--- src/rtl/mpu_spi_responder.sv ---
// mpu_spi_responder: SPI mode-0 slave emulating the MPU-6500 register file (snapshot, PWR_MGMT_1, WHO_AM_I)
module mpu_spi_responder #(
  parameter logic [7:0] WHO_AM_I_VAL  = 8'h70,
  parameter logic [7:0] PWR_RESET_VAL = 8'h40,
  parameter int         SYNC_STAGES   = 2
) (
  input  logic        clk,
  input  logic        rst_n,
  input  logic        spi_sclk,
  input  logic        spi_cs_n,
  input  logic        spi_mosi,
  output logic        spi_miso,
  input  logic [15:0] accel_x,
  input  logic [15:0] accel_y,
  input  logic [15:0] accel_z,
  input  logic [15:0] temp,
  input  logic [15:0] gyro_x,
  input  logic [15:0] gyro_y,
  input  logic [15:0] gyro_z,
  output logic        sleep,
  output logic        reg_wr,
  output logic [6:0]  reg_wr_addr,
  output logic [7:0]  reg_wr_data,
  output logic        xfer_done,
  output logic        frame_err
);
  typedef enum logic [1:0] {IDLE, CMD, RD, WR} state_t;
  state_t state_q, state_d;
  logic [SYNC_STAGES-1:0] sclk_q, cs_q, mosi_q;
  logic sclk_p_q, cs_p_q, done_q;
  logic [6:0] rx_q, addr_q;
  logic [2:0] bit_cnt_q;
  logic [7:0] tx_q, pwr_q, rx_byte, rd_data;
  logic [111:0] snap_q, snap_sh;
  logic [3:0] snap_idx;
  logic sclk_s, cs_s, mosi_s, active, sclk_rise, sclk_fall, cs_rise, cs_fall, byte_end, in_snap;
  assign sclk_s    = sclk_q[SYNC_STAGES-1];
  assign cs_s      = cs_q[SYNC_STAGES-1];
  assign mosi_s    = mosi_q[SYNC_STAGES-1];
  assign active    = ~cs_s && state_q != IDLE;
  assign sclk_rise = active & sclk_s & ~sclk_p_q;
  assign sclk_fall = active & ~sclk_s & sclk_p_q;
  assign cs_fall   = cs_p_q & ~cs_s;
  assign cs_rise   = ~cs_p_q & cs_s;
  assign byte_end  = sclk_rise && bit_cnt_q == 3'd7;
  assign rx_byte   = {rx_q, mosi_s};
  assign sleep     = pwr_q[6];
  assign spi_miso  = tx_q[7] & (state_q != IDLE);
  // Snapshot bytes are big-endian words, so byte k sits at the top after shifting left by 8k.
  assign snap_idx  = 4'(addr_q - 7'h3B);
  assign in_snap   = addr_q >= 7'h3B && addr_q <= 7'h48;
  assign snap_sh   = snap_q << {snap_idx, 3'b000};
  always_comb begin
    rd_data = in_snap ? snap_sh[111:104] : addr_q == 7'h6B ? pwr_q :
              addr_q == 7'h75 ? WHO_AM_I_VAL : 8'h00;
    state_d = cs_rise ? IDLE : cs_fall ? CMD :
              (state_q == CMD && byte_end) ? (rx_byte[7] ? RD : WR) : state_q;
  end
  always_ff @(posedge clk or negedge rst_n) begin
    if (!rst_n) begin
      sclk_q      <= '0;
      cs_q        <= '1;
      mosi_q      <= '0;
      sclk_p_q    <= 1'b0;
      cs_p_q      <= 1'b1;
      state_q     <= IDLE;
      done_q      <= 1'b0;
      rx_q        <= '0;
      addr_q      <= '0;
      bit_cnt_q   <= '0;
      tx_q        <= '0;
      pwr_q       <= PWR_RESET_VAL & 8'h7F;
      snap_q      <= '0;
      reg_wr      <= 1'b0;
      reg_wr_addr <= '0;
      reg_wr_data <= '0;
      xfer_done   <= 1'b0;
      frame_err   <= 1'b0;
    end else begin
      sclk_q    <= {sclk_q[SYNC_STAGES-2:0], spi_sclk};
      cs_q      <= {cs_q[SYNC_STAGES-2:0], spi_cs_n};
      mosi_q    <= {mosi_q[SYNC_STAGES-2:0], spi_mosi};
      sclk_p_q  <= sclk_s;
      cs_p_q    <= cs_s;
      state_q   <= state_d;
      reg_wr    <= 1'b0;
      xfer_done <= cs_rise;
      frame_err <= cs_rise && bit_cnt_q != 3'd0;
      if (cs_fall) begin
        if (!pwr_q[6]) snap_q <= {accel_x, accel_y, accel_z, temp, gyro_x, gyro_y, gyro_z};
        bit_cnt_q <= '0;
        tx_q      <= '0;
        done_q    <= 1'b0;
      end
      if (sclk_rise) begin
        rx_q      <= rx_byte[6:0];
        bit_cnt_q <= bit_cnt_q + 3'd1;
        if (byte_end) begin
          done_q <= 1'b1;
          if (state_q == CMD) addr_q <= rx_byte[6:0];
          else if (state_q == WR) begin
            reg_wr      <= 1'b1;
            reg_wr_addr <= addr_q;
            reg_wr_data <= rx_byte;
            addr_q      <= addr_q + 7'd1;
            if (addr_q == 7'h6B) pwr_q <= rx_byte[7] ? (PWR_RESET_VAL & 8'h7F) : {1'b0, rx_byte[6:0]};
          end
        end
      end
      if (sclk_fall) begin
        done_q <= 1'b0;
        if (done_q && state_q == RD) begin
          tx_q   <= rd_data;
          addr_q <= addr_q + 7'd1;
        end else tx_q <= {tx_q[6:0], 1'b0};
      end
    end
  end
endmodule

--- config.mk ---
export PLATFORM = sky130hd
export DESIGN_NAME = mpu_spi_responder
export DESIGN_NICKNAME = d
export VERILOG_FILES = /design/src/rtl/mpu_spi_responder.sv
export SDC_FILE = /design/constraint.sdc
export NUM_CORES = 1
export LEC_CHECK = 0
export ABC_AREA = 1
export BUFFER_PORTS_ARGS = -buffer_cell sky130_fd_sc_hd__buf_2
export CAP_MARGIN = 5
export CORE_MARGIN = 2
export CORE_UTILIZATION = 48
export CTS_CLUSTER_DIAMETER = 150
export DETAILED_ROUTE_END_ITERATION = 8
export GPL_ROUTABILITY_DRIVEN = 0
export PLACE_DENSITY_LB_ADDON = 0.08
export SLEW_MARGIN = 10
export SYNTH_ARGS = -nofsm -noshare
export SYNTH_HDL_FRONTEND = slang
export SYNTH_SLANG_ARGS = --single-unit
--- constraint.sdc ---
create_clock -name clk -period 5.2 [get_ports clk]
set_input_delay 0.52 -clock clk [delete_from_list [all_inputs] [get_ports clk]]
set_output_delay 0.52 -clock clk [all_outputs]
set_load 0.1 [all_outputs]
==> results.json <==
{
  "outcome": "completed",
  "die-area_um2": 17700,
  "htreeDepth": 4,
  "max-clock-path-buffers": 2,
  "grt_pass1_vias": 6042,
  "p_total_w": 0.00318,
  "utilization_pct": 57.3,
  "cts_root_buffer": "clkbuf_16",
  "end_kind": "flip-flop",
  "clk_pin_slew_worst_paths_ns": 0.07,
  "yosysSeqAreaShare_pct": 54.1,
  "syn-instance-count": 830,
  "tns_ns": 0,
  "antenna_found_initial": 0,
  "relSlewSlack_pct": 37.5,
  "stdcell_area_um2": 9430,
  "arrival_ns": 2.94,
  "core_area_um2": 16500,
  "wl_per_cell_um": 16.1,
  "switchingPower_w": 0.000810,
  "clock_sinks": 173,
  "io_pins": 137,
  "diodes": 0,
  "syn-num-nets": 955,
  "synth_area_um2": 8010,
  "place.detailed.hpwl_um": 13300,
  "ys_ff_latch": 173,
  "grt_use_total_pct": 23.0,
  "cts_buffers": 17,
  "drt_iter0_markers": 376,
  "hold_violations": 0,
  "pwr-share-clk_pct": 39.0,
  "ir_drop_mv": 0.237,
  "num_rows": 47,
  "path_cells": "inv_1, ha_1, nand2_4, buf_4, mux2_2",
  "io_buffer_count": 136,
  "cts_tree": "done",
  "avgSynthCellArea_um2": 9.64,
  "grt_max_degree": 85,
  "cpPeakStageDelay_ns": 0.68,
  "critPathLaunchType": "flip-flop",
  "firstDrtPassIters": 5,
  "yosysUniqueCellTypes": 27,
  "via_per_inst": 5.13,
  "yosys_warnings": 0,
  "layout_common_cells": "nand2_1 (224), dfrtp_1 (168), buf_2 (135)",
  "fin_hold_ws_ns": 0.102,
  "clkLatencyLatePin_ns": 0.43,
  "pwr_density_cell_nw_per_um2": 338,
  "layout-drive-gt1-share_pct": 31.2,
  "fmax_mhz": 381,
  "slew_violations": 0,
  "crit_slowest_cell": "nand2_4",
  "cp_max_fo": 68,
  "hold_path_class": "in2async",
  "cp.required_ns": 5.51,
  "final_common_cell": "nand2_1",
  "worstSetupPathType": "reg2reg",
  "maxCapViolations": 0,
  "grt_setup_unrepaired": "false",
  "pwr-share-seq_pct": 49.5,
  "setup_viol": 0,
  "switching_share_pct": 25.5,
  "nets": 1080,
  "grt_overflow_total": 0,
  "post_cts_resized": 0,
  "worst_slew_pin_slew_ns": 0.937,
  "wirelength_um": 19100,
  "die_y_um": 133,
  "fin_crit_sh_pct": 50.4,
  "fin_skew_ns": 0.00643,
  "p_int_w": 0.00237,
  "p_leak_nw": 4.55,
  "route.detailed.drc": 0,
  "finalCriticalPeriod_ns": 2.62,
  "dpl_cell_area_um2": 8850,
  "grt_pass1_wl_um": 31700,
  "cts_setup_buffers": 0,
  "vias": 6099,
  "antenna_left": 0,
  "comb_power_share_pct": 11.5,
  "cts_hold_buf": 0,
  "start_util_pct": 48.6,
  "die_w_um": 133,
  "area_growth_pct": 17.8
}
==> metrics by stage <==
stage / worst slack, ns / instances
6_report: 2.58 / 1188
5_1_grt: 2.41 / 1188
4_1_cts: 2.55 / 1188
3_5_place_dp: 2.58 / 1156
3_3_place_gp: 2.58 / 1156
2_1_floorplan: 3.20 / 830
==> final timing paths <==
check                      slack, ns  cells after the start                     end           startpoint
hold reg to reg                 0.35                      0     mosi_q[1]$_DFF_PN0_  mosi_q[0]$_DFF_PN0_
min in group clk                0.18                      1       cs_q[0]$_DFF_PN1_             spi_cs_n
hold / removal                  0.10                      1        reg_wr$_DFF_PN0_                rst_n
setup / recovery                2.58                      5  snap_q[31]$_DFFE_PN0P_    cs_q[1]$_DFF_PN1_
setup reg to reg                2.58                      5  snap_q[31]$_DFFE_PN0P_    cs_q[1]$_DFF_PN1_
max in group asynchronous       3.98                      2     xfer_done$_DFF_PN0_                rst_n
==> kinds of logic (layout without fill, tap and decap cells) <==
family                   after synthesis  count (layout)  share of synthesized area (%)
multiplexers                         100             100                           14.1
flip-flops                           173             173                           54.1
AND/OR/NAND/NOR                      379             379                           20.4
XOR/XNOR                               4               4                          0.438
adder cells (fa/ha/maj)                8               8                           1.25
buffers and inverters                 94             232                           4.91
AO/OA/AOI/OAI                         72              72                           4.81
==> cell usage after synthesis <==
library cell,instances,share of area (%)
inv_2,3,0.14
a21oi_1,22,1.4
nand2_2,3,0.23
dfstp_2,4,1.3
o21ai_2,6,0.66
clkbuf_1,8,0.38
inv_1,52,2.4
o21ai_1,11,0.69
buf_1,1,0.047
o21a_1,1,0.094
xor2_1,4,0.44
buf_4,2,0.19
nand3_4,1,0.22
nor2_1,39,1.8
nand2_4,2,0.28
nand3_1,103,6.4
nand3_2,1,0.13
buf_2,26,1.6
o21ai_0,32,2.0
nor3_4,1,0.20
dfrtp_1,169,53
clkinv_1,2,0.094
nand2_1,225,11
mux2_2,100,14
nor2_4,3,0.42
ha_1,8,1.3
nor2_2,1,0.078
==> cell type report <==
class                      count  area (um^2)
multi-input combinational    563         3290
fill                        1530         7040
inverter                      57          214
clock inverter                12          111
timing repair buffer         143          739
clock buffer                  20          467
sequential                   173         4340
tap                          220          275
==> worst max-delay path, delay by kind of cell (launching register included) <==
kind,cells,cell delay [ns]
buffers and inverters,2,0.52
AND/OR/NAND/NOR,1,0.68
multiplexers,1,0.38
flip-flops,1,0.55
adder cells (fa/ha/maj),1,0.29
==> power groups by stage <==
| stage | registers [W] | logic, W | clock network [W] |
|---|---|---|---|
| after floorplan | 0.00158 | 0.000239 | 0 |
| after global placement | 0.00160 | 0.000365 | 0 |
| after detailed placement | 0.00160 | 0.000370 | 0 |
| after CTS | 0.00158 | 0.000372 | 0.00127 |
| after global routing | 0.00159 | 0.000416 | 0.00132 |
| final | 0.00158 | 0.000365 | 0.00124 |
==> sequential cells by signal, indices dropped and copies added, names as in the netlist, 3 cells and up <==
signal / cells
addr_q: 7
snap_q: 112
reg_wr_addr: 7
reg_wr_data: 8
bit_cnt_q: 3
pwr_q: 7
tx_q: 8
rx_q: 7
==> layer usage <==
layer | track usage, % | up-vias | wire, um
li1 | - | 2973 | -
met3 | 5.10 | 20 | 874
met1 | 32.6 | 2957 | 8890
met2 | 36.0 | 149 | 9060
met4 | 6.38 | 0 | 255
met5 | 0 | - | 0
Power figures use the tool's default switching activity.
